File: config.mk
export PLATFORM = sky130hd
export DESIGN_NAME = mul_div_engine
export DESIGN_NICKNAME = d
export VERILOG_FILES = /design/src/rtl/mul_div_engine.sv
export SDC_FILE = /design/constraint.sdc
export NUM_CORES = 1
export LEC_CHECK = 0
export BUFFER_PORTS_ARGS = -buffer_cell sky130_fd_sc_hd__buf_2
export CORE_MARGIN = 10
export CORE_UTILIZATION = 30
export DETAILED_ROUTE_END_ITERATION = 10
export SLEW_MARGIN = 10
export SYNTH_ARGS = -nofsm -noshare
export SYNTH_HDL_FRONTEND = slang
export SYNTH_SLANG_ARGS = --single-unit
File: constraint.sdc
create_clock -name clk -period 5.45 [get_ports clk]
set_input_delay 0 -clock clk [delete_from_list [all_inputs] [get_ports clk]]
set_output_delay 0 -clock clk [all_outputs]
set_load 0.03 [all_outputs]
File: src/rtl/mul_div_engine.sv
// rtl/mul_div_engine.sv - iterative multiply (MUL_BITS per cycle) and restoring divide engine
module mul_div_engine #(
    parameter int XLEN     = 32,
    parameter int MUL_BITS = 4
) (
    input  logic            clk,
    input  logic            rst,
    input  logic            flush,
    input  logic            stall,
    input  logic            req_valid,
    output logic            req_ready,
    input  logic [2:0]      req_type,
    input  logic [XLEN-1:0] src1,
    input  logic [XLEN-1:0] src2,
    output logic            resp_valid,
    input  logic            resp_ready,
    output logic [XLEN-1:0] resp_result,
    output logic            busy
);
    localparam int CW = $clog2(XLEN + 1);
    localparam logic [CW-1:0] MUL_STEPS = CW'(XLEN / MUL_BITS);
    localparam logic [CW-1:0] DIV_STEPS = CW'(XLEN);
    localparam logic [XLEN-1:0] MOST_NEG = {1'b1, {(XLEN-1){1'b0}}};

    typedef enum logic [1:0] {S_IDLE, S_MUL, S_DIV, S_DONE} state_t;

    state_t            state, state_next;
    logic [CW-1:0]     count;
    logic [2:0]        op;
    logic              neg_res, neg_rem;
    logic [XLEN-1:0]   opnd;
    logic [2*XLEN-1:0] acc;

    logic              s1_signed, s2_signed, s1_neg, s2_neg;
    logic [XLEN-1:0]   s1_mag, s2_mag;
    logic              div_zero, div_ovf, div_special, accept, last_step;
    logic [XLEN-1:0]   special_result;

    assign s1_signed = (req_type == 3'd1) || (req_type == 3'd2) ||
                       (req_type == 3'd4) || (req_type == 3'd6);
    assign s2_signed = (req_type == 3'd1) || (req_type == 3'd4) || (req_type == 3'd6);
    assign s1_neg    = s1_signed & src1[XLEN-1];
    assign s2_neg    = s2_signed & src2[XLEN-1];
    assign s1_mag    = s1_neg ? -src1 : src1;
    assign s2_mag    = s2_neg ? -src2 : src2;

    assign div_zero    = req_type[2] && (src2 == '0);
    assign div_ovf     = req_type[2] && !req_type[0] && (src1 == MOST_NEG) && (&src2);
    assign div_special = div_zero || div_ovf;
    // REM/REMU have req_type[1] set; they pick the remainder-side value
    assign special_result = div_zero ? (req_type[1] ? src1 : '1)
                                     : (req_type[1] ? '0 : src1);

    assign accept    = req_valid && (state == S_IDLE) && !stall && !flush;
    assign last_step = ((state == S_MUL) || (state == S_DIV)) && (count == CW'(1));

    // Multiply step: acc = {partial_hi, remaining multiplier}, shifts right MUL_BITS per step
    logic [XLEN+MUL_BITS-1:0]   mul_sum;
    logic [2*XLEN+MUL_BITS-1:0] mul_wide;
    logic [XLEN:0]              trial;
    logic [2*XLEN-1:0]          div_acc, step_acc, prod;
    logic [XLEN-1:0]            quo_fix, rem_fix, final_result;

    assign mul_sum  = {{MUL_BITS{1'b0}}, acc[2*XLEN-1:XLEN]} +
                      (XLEN+MUL_BITS)'(opnd) * (XLEN+MUL_BITS)'(acc[MUL_BITS-1:0]);
    assign mul_wide = {mul_sum, acc[XLEN-1:0]};

    // Divide step: acc = {partial remainder, dividend/quotient}
    assign trial    = {acc[2*XLEN-1:XLEN], acc[XLEN-1]} - {1'b0, opnd};
    assign div_acc  = trial[XLEN] ? {acc[2*XLEN-2:0], 1'b0}
                                  : {trial[XLEN-1:0], acc[XLEN-2:0], 1'b1};
    assign step_acc = (state == S_MUL) ? mul_wide[2*XLEN+MUL_BITS-1:MUL_BITS] : div_acc;

    assign prod     = neg_res ? -step_acc : step_acc;
    assign quo_fix  = neg_res ? -step_acc[XLEN-1:0] : step_acc[XLEN-1:0];
    assign rem_fix  = neg_rem ? -step_acc[2*XLEN-1:XLEN] : step_acc[2*XLEN-1:XLEN];
    assign final_result = op[2]          ? (op[1] ? rem_fix : quo_fix) :
                          (op == 3'd0)   ? prod[XLEN-1:0] : prod[2*XLEN-1:XLEN];

    always_ff @(posedge clk) begin
        if (rst) state <= S_IDLE;
        else     state <= state_next;
    end

    always_comb begin
        state_next = state;
        if (flush) begin
            state_next = S_IDLE;
        end else if (!stall) begin
            case (state)
                S_IDLE: if (req_valid) begin
                    if (!req_type[2])     state_next = S_MUL;
                    else if (div_special) state_next = S_DONE;
                    else                  state_next = S_DIV;
                end
                S_MUL, S_DIV: if (count == CW'(1)) state_next = S_DONE;
                S_DONE: if (resp_ready) state_next = S_IDLE;
                default: state_next = S_IDLE;
            endcase
        end
    end

    always_comb begin
        req_ready  = (state == S_IDLE);
        resp_valid = (state == S_DONE);
        busy       = (state == S_MUL) || (state == S_DIV);
    end

    always_ff @(posedge clk) begin
        if (rst) begin
            count       <= '0;
            op          <= '0;
            neg_res     <= 1'b0;
            neg_rem     <= 1'b0;
            opnd        <= '0;
            acc         <= '0;
            resp_result <= '0;
        end else if (flush) begin
            count <= '0;
        end else if (!stall) begin
            if (accept) begin
                op      <= req_type;
                neg_res <= s1_neg ^ s2_neg;
                neg_rem <= s1_neg;
                if (!req_type[2]) begin
                    opnd  <= s1_mag;
                    acc   <= {{XLEN{1'b0}}, s2_mag};
                    count <= MUL_STEPS;
                end else begin
                    opnd <= s2_mag;
                    acc  <= {{XLEN{1'b0}}, s1_mag};
                    if (div_special) begin
                        count       <= '0;
                        resp_result <= special_result;
                    end else begin
                        count <= DIV_STEPS;
                    end
                end
            end else if ((state == S_MUL) || (state == S_DIV)) begin
                acc   <= step_acc;
                count <= count - CW'(1);
                if (last_step) resp_result <= final_result;
            end
        end
    end
endmodule
Yosys cells after proc, flatten, opt, wreduce, memory -nomap -nowiden
Cells that the tools add are included.
W data, S select, Z words.
- flip-flop bits (word level): 141
- input bits: 73
- output and inout bits: 35
- logic and storage cells: 99
- $add $sub $neg: 8
- multiply operators: 1
- eq/ne operators: 14
- multiplexer cells: 32
- bitwise logic cells: 5
- reductions and logical operators: 31
- operators by type and width (cell ; number):
    $mux W32 ; 17
    $mux W64 ; 5
    $neg A32 Y32 ; 4
    $neg A64 Y64 ; 1
    $add A32 B36 Y36 ; 1
    $mul A32 B4 Y36 ; 1
    $sub A33 B32 Y33 ; 1
    $eq A32 B32 Y1 const B ; 1
    $logic_not A32 Y1 ; 1
    $reduce_and A32 Y1 ; 1
    $mux W6 ; 4
    $logic_and A1 B1 Y1 ; 8
    $mux W2 ; 4
    $ne A2 B2 Y1 const B ; 4
    $logic_or A1 B1 Y1 ; 7
    $eq A3 B3 Y1 const B ; 2
    $eq A6 B1 Y1 const B ; 1
    $pmux W2 S3 ; 1
    $reduce_and A3 Y1 ; 2
    $reduce_and A6 Y1 ; 1
    $sub A6 B1 Y6 const B ; 1
    $eq A2 B2 Y1 const B ; 2
    $reduce_and A4 Y1 ; 1
    $reduce_bool A2 Y1 ; 2
    13 further kinds ; 18

Longest topological paths before layout
Gate-level depths: netlist of the first run.
- depth after elaboration: 10
- mapped depth: 24
- mapped depth without buffers: 22

Worst setup path before layout of the first run
OpenSTA, ideal clock, no wires.
- path kind: register to register
- start: register acc[3]
- end: register resp_result[23]
- library setup time: 0.128 ns
- arrival time: 5.908 ns
- required time: 5.322 ns
- slack: -0.586 ns
- cell stages (with the launch flop): 22
- buffers on the path: 2
- clock period less this slack: 6.036 ns
- cells stage by stage: dfxtp_1 clkbuf_1 nand2_1 fa_1 fa_1 fa_1 inv_1 ha_1 nor2b_1 o31a_1 o41a_1 a211o_1 a2111oi_0 o31ai_1 o31ai_1 nor3b_2 and4b_1 clkbuf_1 a211oi_1 a31o_2 a2111oi_0 nor2_1
- cells in the longest elaborated chain, start to end: 10
- elaborated cells between the ends (all ways): 16
- classes of those cells: add/sub: 4; mul: 1; mux: 11
- RTL lines (element ; RTL line ; text):
    start: declaration ; 32 ; logic [2*XLEN-1:0] acc;
    start signal: assignment ; 127 ; acc <= {{XLEN{1'b0}}, s2_mag};
    start signal: assignment ; 131 ; acc <= {{XLEN{1'b0}}, s1_mag};
    start signal: assignment ; 140 ; acc <= step_acc;
    $mul A32 B4 Y36 ; 65 ; (XLEN+MUL_BITS)'(opnd) * (XLEN+MUL_BITS)'(acc[MUL_BITS-1:0]);
    $add A32 B36 Y36 ; 64 ; assign mul_sum = {{MUL_BITS{1'b0}}, acc[2*XLEN-1:XLEN]} +
    $mux W64 (*) ; 72 ; assign step_acc = (state == S_MUL) ? mul_wide[2*XLEN+MUL_BITS-1:MUL_BITS] : div_acc;
    $neg A64 Y64 or $neg A32 Y32 (tied branches) ; 74, 76 ;
    $mux W64 or $mux W32 (tied branches) ; 74, 76 ;
    $mux W32 (on tied branches) ; 78, 77 ;
    $mux W32 (*) ; 77 ; assign final_result = op[2] ? (op[1] ? rem_fix : quo_fix) :
    $mux W32 (*) ; 142 ; if (last_step) resp_result <= final_result;
    $mux W32 (*) ; 139 ; end else if ((state == S_MUL) || (state == S_DIV)) begin
    $mux W32 (*) ; 121 ; if (accept) begin
    end signal: assignment ; 134 ; resp_result <= special_result;
    end signal: assignment ; 142 ;
    end: declaration ; 17 ; output logic [XLEN-1:0] resp_result,
Mark *: on every way between the ends. The rest lies on a longest branch, timed or not. The select of a mux whose other input is x is not followed.
A chain may end at the register's enable or synchronous reset.

Final worst setup path of the first run
- start: register acc[1]
- end: register resp_result[30]
- cells in the longest elaborated chain, start to end: 10
- elaborated cells between the ends (all ways): 16
- classes of those cells: add/sub: 4; mul: 1; mux: 11
- RTL lines (element ; RTL line ; text):
    $mul A32 B4 Y36 ; 65 ;
    $add A32 B36 Y36 ; 64 ;
    $mux W64 (*) ; 72 ;
    $neg A64 Y64 (tied with other cells) ; 74 ; assign prod = neg_res ? -step_acc : step_acc;
    $mux W64 (tied with other cells) ; 74 ;
    $mux W32 (on tied branches) ; 78, 77 ;
    $mux W32 (*) ; 77 ;
    $mux W32 (*) ; 142 ;
    $mux W32 (*) ; 139 ;
    $mux W32 (*) ; 121 ;
Marks and branches as above.

==> summary.md, run 1 <==
| Metric | Value |
|---|---|
| Status | `finished, violations left` |
| Violated checks | `setup timing` |
| Footprint of the multi-input gates | `17000 sq um` |
| Worst-skew pair later-pin latency | `470 ps` |
| Worst Setup End Kind | `flop` |
| DR vias/cell | `5.64` |
| Pwr dens | `369 nW/um^2` |
| Slew margin rel. | `5.68%` |
| Count leader, synth | `nand2_1` |
| N_diodes | `0` |
| Count of flip-flops with a built-in enable after synthesis | `0` |
| Gpl congestion | `0.979` |
| Synthesized area | `19700 sq um` |
| Post-Syn Nets | `3002` |
| Reg2reg start | `acc[1]` |
| Fin util | `40.3%` |
| Slowest cell on crit path | `fa_1` |
| Max Freq | `0.165 GHz` |
| Via count | `22500` |
| Synth async-reset ratio | `0%` |
| Hold path start | `src1[15]` |
| Hold Path Sink | `resp_result[15]` |
| CTS tree | `built` |
| Final worst slack | `-601 ps` |
| Max-Cap Viols | `0` |
| First-pass GRT wire length | `126000 um` |
| Total CTS buffers | `17` |
| # setup viols final | `23` |
| # IOs | `108` |
| Cell count after synthesis | `2751` |
| Crit path DAT | `6410 ps` |
| Hold Slack | `16.5 ps` |
| Post-DP HPWL | `65600 um` |
| FF/Latch Area | `2840 sq um` |
| Yosys warnings | `0` |
| Hold Crit Depth | `4` |
| Nets | `3373` |
| Crit path buffers/inverters | `7` |
| Crit path required time | `5810 ps` |
| Pins Over Slew Limit | `0` |
| Initial antenna violation count | `0` |
| Area share of the largest cell type after synthesis | `14.3%` |
| Mapped Avg Cell Area | `7.16 sq um` |
| Die Y | `276 um` |
| Grt ovf | `0` |
| Register area share after synthesis | `14.3%` |
| Total Routed Length | `84400 um` |
| Synth area leader | `dfxtp_1` |
| RSZ-0062 raised after global routing | `true` |
| Maximum root-to-sink buffer count | `2` |
| Clock sink count | `141` |
| Critical path class | `flop to flop` |
| Residual DRC | `0` |
| Top cell by count, worst path | `fa_1` |
| Count of input and output buffers | `107` |
| Root Buffer | `clkbuf_16` |
| Worst Tran Pin Value | `1410 ps` |
| Die area | `76300 sq um` |
| Initial Utilization | `30.4%` |
| CP top delay family | `adder cells` |
| Core box area | `64700 sq um` |
| Layout cells sized above 1 | `25.8%` |
| CP max stage delay | `490 ps` |
| Final ANT Viol Nets | `0` |
| Final worst path period share | `111%` |
| DP Cell Count | `3895` |
| Die W | `276 um` |
| Max VDD drop | `0.366 mV` |
| Routed len/inst | `21.1 um` |
| Tmin final | `6050 ps` |
| Main synth FF type | `dfxtp_1` |
| Flops & latches, synth | `141` |
| Distinct cells, synth | `90` |
| Final Hold Vio Count | `0` |
| Htree depth | `4` |
| Flop2flop setup slack | `-600 ps` |
| Final clock skew | `13.3 ps` |
| Top cells by count, synth | `276 x nand2_1, 254 x nor2_1, 211 x inv_1` |
| Router iterations before antenna repair | `6` |
| Final std cells w/o fill | `3990` |
| Total track usage | `20.5%` |
| Worst Hold Class | `primary input to flop` |
| Leak | `11.0 nW` |
| Placed Area | `23500 sq um` |
| P&R area growth vs syn | `32.3%` |
| CP Launch Type | `flop` |
| Largest net degree at the start of global routing | `124` |
| Worst R2R End | `resp_result[30]` |
| Fill cells | `6649` |
| Drt initial violations | `2264` |
| Core Rows | `93` |
| Reg2Reg Depth | `25` |
| Vias in the first global route | `21300` |
| Max FO, Critical Path | `6` |
| Synth top area cells | `dfxtp_1 14%, fa_1 9.4%, ha_1 5.5%` |
| Cell area after layout | `26100 sq um` |
| Place WS | `-776 ps` |
| Reg clk slew, reported paths | `70 ps` |
[power by group]
| part | switching, mW | internal, mW | total (mW) |
|---|---|---|---|
| logic | 4.09 | 3.20 | 7.29 |
| registers | 0.0694 | 1.07 | 1.14 |
| clock network | 0.586 | 0.600 | 1.19 |
| total | 4.75 | 4.87 | 9.61 |
[sequential cells by signal, indices dropped and copies added, names as in the netlist]
name	flops
state	2
neg_rem	1
opnd	32
op	3
neg_res	1
resp_result	32
count	6
acc	64
[per-layer routing]
layer	up-vias	wire length, um	GRT usage [%]
met3	163	7440	3.42
met5	-	0	0
met1	10800	36800	27.7
met2	1059	36800	32.0
met4	0	3310	8.12
li1	10500	-	-
[final cells by class]
| class | count | share of cell area, % |
|---|---|---|
| tap | 855 | 4.11 |
| timing repair buffer | 512 | 14.6 |
| clock buffer | 17 | 1.63 |
| clock inverter | 15 | 0.490 |
| inverter | 214 | 3.08 |
| multi-input combinational | 2236 | 65.2 |
| sequential | 141 | 10.9 |
[through the flow]
stage / power, mW / setup TNS [ps]
after floorplan: 4.38 / -213
after global routing: 10.0 / -10950
after detailed placement: 6.72 / -12320
after global placement: 6.72 / -11780
final: 9.61 / -7770
after CTS: 8.72 / -6660
[cells by family after synthesis]
family | after synthesis | share of synthesized area [%]
AO/OA/AOI/OAI | 809 | 27.1
AND/OR/NAND/NOR | 998 | 24.8
flip-flops | 141 | 14.3
multiplexers | 53 | 2.74
buffers and inverters | 374 | 7.29
XOR/XNOR | 173 | 7.69
adder cells (fa/ha/maj) | 203 | 16.1
[layout by cell type (no fill, tap or decap), types with 23 or more instances in the layout]
master / netlist / routed
buf_4: 1 / 368
nand2_1: 276 / 267
nor2_1: 254 / 247
inv_1: 211 / 199
a21oi_1: 210 / 187
o21ai_0: 167 / 141
dfxtp_1: 141 / 136
and2_1: 128 / 122
buf_2: 16 / 106
xnor2_1: 101 / 98
nor3_1: 93 / 86
fa_1: 92 / 85
o211ai_1: 76 / 76
xor2_1: 72 / 66
ha_1: 86 / 65
mux2i_1: 46 / 44
a211oi_1: 48 / 37
nand3_1: 39 / 35
a21o_1: 29 / 28
and3_1: 30 / 27
nand4_1: 26 / 26
maj3_1: 25 / 25
a22oi_1: 26 / 24
a31oi_1: 29 / 23
buf_6: 1 / 23
[worst max path at each step]
stage,slack [ps],endpoint,cells past startpoint,startpoint
floorplan,-130,resp_result[30],20,acc[1]
global placement,-780,resp_result[28],23,acc[1]
detailed placement,-780,resp_result[30],23,acc[2]
CTS,-470,resp_result[24],22,acc[1]
global route,-680,resp_result[30],25,acc[1]
finish,-600,resp_result[30],25,acc[1]
[tightest hold or removal path: stages]
cell	delay, ps
buf_2	120
maj3_1	150
a21oi_1	60
a21oi_1	110
[timing repair]
item                       4_1_cts  5_1_grt
setup endpoints to repair       23       28
hold endpoints to repair         9        0
gates cloned                     0        1
hold buffers                     5        0
resized for setup              141      165
buffers inserted                28       30
pin swaps                       66      110
No activity file was read; power rests on OpenSTA's default activity.
==> run 2: changes to the inputs <==
- ABC_AREA: default -> 1
==> run 2 against run 1 <==
Against the previous run:
- the flow now finishes without violations
- sequential share of layout area about the same
- cell area is 0.36% higher
- via count grew 14%
- worst setup slack better by 770 ps
- fmax up 15%
- hold slack improved by 14 ps
- critical endpoint is now resp_result[11]
- highest routed layer unchanged
- synthesized area rose by 9.1%
- critical path depth up 1
- global-route usage grew 2.8 points
- utilization fell by 3.6 points
==> summary.md, run 2 <==
| Metric | Value |
|---|---|
| Biggest regs | `acc x64, opnd x32, resp_result x32` |
| Top reg by flops | `acc` |
| Post-Syn Nets | `4091 (+36%)` |
| Clock sink count | `141 (unchanged)` |
| Die W | `288 um (+4.1%)` |
| Status | `completed` |
| Yosys warnings | `0 (unchanged)` |
| Register area share after synthesis | `13.1% (-1.2 points)` |
| Final Hold Vio Count | `0 (unchanged)` |
| Slowest cell on crit path | `fa_1` |
| Max FO, Critical Path | `6 (unchanged)` |
| Placed Area | `24100 sq um (+2.6%)` |
| Count leader, synth | `nand2_1` |
| Via count | `25700 (+14%)` |
| Htree depth | `4 (unchanged)` |
| Total CTS buffers | `17 (unchanged)` |
| Count of flip-flops with a built-in enable after synthesis | `0 (unchanged)` |
| # setup viols final | `0 (-100%)` |
| Final worst path period share | `96.9% (-14 points)` |
| Slew margin rel. | `25.8% (+20 points)` |
| Area share of the largest cell type after synthesis | `20.8% (+6.5 points)` |
| Root Buffer | `clkbuf_16` |
| Crit path required time | `5840 ps (+30 ps)` |
| Reg2reg start | `acc[2]` |
| Residual DRC | `0 (unchanged)` |
| Cell area after layout | `26200 sq um (+0.36%)` |
| Most frequent cells in the layout | `1148 x nand2_1, 698 x inv_1, 301 x nor2_1, 265 x nand3_1, 189 x buf_4` |
| Total track usage | `23.3% (+2.8 points)` |
| Flops & latches, synth | `141 (unchanged)` |
| Worst Tran Pin Value | `1100 ps (-307 ps)` |
| Final clock skew | `10.8 ps (-2.55 ps)` |
| Flop2flop setup slack | `170 ps (+770 ps)` |
| Main synth FF type | `dfxtp_1` |
| Core box area | `71200 sq um (+10%)` |
| Distinct cells, synth | `54 (-40%)` |
| Nets | `4314 (+28%)` |
| Synth area leader | `nand2_1` |
| Initial antenna violation count | `0 (unchanged)` |
| CP Launch Type | `flop` |
| Layout cells sized above 1 | `14.7% (-11 points)` |
| Cell count after synthesis | `3840 (+40%)` |
| Hold path start | `src1[7]` |
| Pins Over Slew Limit | `0 (unchanged)` |
| Critical path class | `flop to flop` |
| Vias in the first global route | `24000 (+13%)` |
| Router iterations before antenna repair | `5 (-1)` |
| Synthesized area | `21500 sq um (+9.1%)` |
| Hold Path Sink | `opnd[7]` |
| Maximum root-to-sink buffer count | `2 (unchanged)` |
| First-pass GRT wire length | `147000 um (+17%)` |
| Hold Crit Depth | `5 (+1)` |
| CP max stage delay | `570 ps (+80 ps)` |
| Worst R2R End | `resp_result[11]` |
| Max Freq | `0.189 GHz (+15%)` |
| Fill cells | `7904 (+19%)` |
| Synth async-reset ratio | `0% (unchanged)` |
| Worst Setup End Kind | `flop` |
| Die Y | `288 um (+4.1%)` |
| Die area | `82700 sq um (+8.4%)` |
| Gpl congestion | `1.00 (+2.2%)` |
| P&R area growth vs syn | `21.7%` |
| Synth top area cells | `nand2_1 21%, dfxtp_1 13%, inv_1 12%` |
| Final ANT Viol Nets | `0 (unchanged)` |
| Hold Slack | `30.0 ps (+13.5 ps)` |
| Worst-skew pair later-pin latency | `510 ps (+40 ps)` |
| Reg2Reg Depth | `26 (+4.0%)` |
| Largest register FFs | `64 (unchanged)` |
| N_diodes | `0 (unchanged)` |
| Initial Utilization | `30.2% (-0.28 points)` |
| Top cells by count, synth | `1190 x nand2_1, 704 x inv_1, 352 x nor2_1` |
| Routed len/inst | `19.8 um (-6.5%)` |
| # IOs | `108 (unchanged)` |
| Top cell by count, worst path | `nand2_1` |
| Post-DP HPWL | `80500 um (+23%)` |
| Largest net degree at the start of global routing | `68 (-45%)` |
| CTS tree | `built` |
| Core Rows | `98 (+5.4%)` |
| Crit path DAT | `5680 ps (-730 ps)` |
| Max-Cap Viols | `0 (unchanged)` |
| Reg clk slew, reported paths | `70 ps (about the same)` |
| Grt ovf | `0 (unchanged)` |
| Drt initial violations | `2681 (+18%)` |
| Tmin final | `5280 ps (-769 ps)` |
| Mapped Avg Cell Area | `5.59 sq um (-22%)` |
| Total Routed Length | `99400 um (+18%)` |
| Setup TNS | `0 ps (+7770 ps)` |
| Count of input and output buffers | `107 (unchanged)` |
| RSZ-0062 raised after global routing | `true` |
| Commonest non-fill, non-tap cell in the layout | `nand2_1` |
| Worst Hold Class | `primary input to flop` |
| DR vias/cell | `5.11 (-9.4%)` |
## run 2: critical path: cells and delay by family, from the launching register on
family	cells	cell delay [ps]
adders and majority gates	4	1800
and+or+nand+nor	10	1370
buffers and inverters	7	740
AOI/OAI and AO/OA	4	620
DFF	1	360
xor gates and xnor gates	1	250
## run 2: worst max-delay path by stage
stage	slack (ps)	from	cells after the start	end
global route	-60	acc[3]	33	resp_result[29]
finish	170	acc[2]	26	resp_result[11]
global placement	-310	acc[2]	31	resp_result[31]
detailed placement	-350	acc[3]	33	resp_result[29]
floorplan	680	acc[2]	31	resp_result[30]
CTS	-50	acc[2]	32	resp_result[29]
## run 2: metal layers
| layer | up-vias | share of wire, % | global-route usage (%) |
|---|---|---|---|
| met5 | - | 0 | 0 |
| met4 | 0 | 5.0 | 10.9 |
| met2 | 1094 | 44 | 36.6 |
| li1 | 12500 | - | - |
| met3 | 158 | 7.9 | 3.48 |
| met1 | 12000 | 43 | 31.0 |
## run 2: metrics by stage
step | util (%) | setup WS (ps) | cells
6_report | 36.7 | 168 | 5025
3_5_place_dp | 33.9 | -345 | 4942
2_1_floorplan | - | 683 | 3840
5_1_grt | 36.7 | -59.7 | 5025
4_1_cts | 35.3 | -51.4 | 5012
3_3_place_gp | 33.9 | -307 | 4942
## run 2: final cells by class
| cell class | count | area (sq um) | area share, % |
|---|---|---|---|
| multi-input combinational | 2846 | 16400 | 62.6 |
| timing repair buffer | 345 | 2560 | 9.77 |
| inverter | 712 | 2670 | 10.2 |
| clock inverter | 13 | 109 | 0.416 |
| tap | 950 | 1190 | 4.54 |
| clock buffer | 18 | 429 | 1.64 |
| sequential | 141 | 2840 | 10.8 |
## run 2: cells by family after synthesis
logic type,synth area share (%)
and+or+nand+nor,39.0
adders and majority gates,13.6
AOI/OAI and AO/OA,14.8
xor gates and xnor gates,4.32
buffers and inverters,15.2
muxes,0.0466
DFF,13.1
## run 2: timing repair
action                                  CTS  global route
endpoints found under the setup margin   18            29
hold buffers                             37             0
hold endpoints to repair                 43             0
buffers inserted                          2            12
pin swaps                                 1            46
gates resized for setup                  25           226
gates cloned                              0             1
Power of run 2 is not shown: default switching activity piles up to over one toggle a cycle in this logic, so the estimate is an artifact.
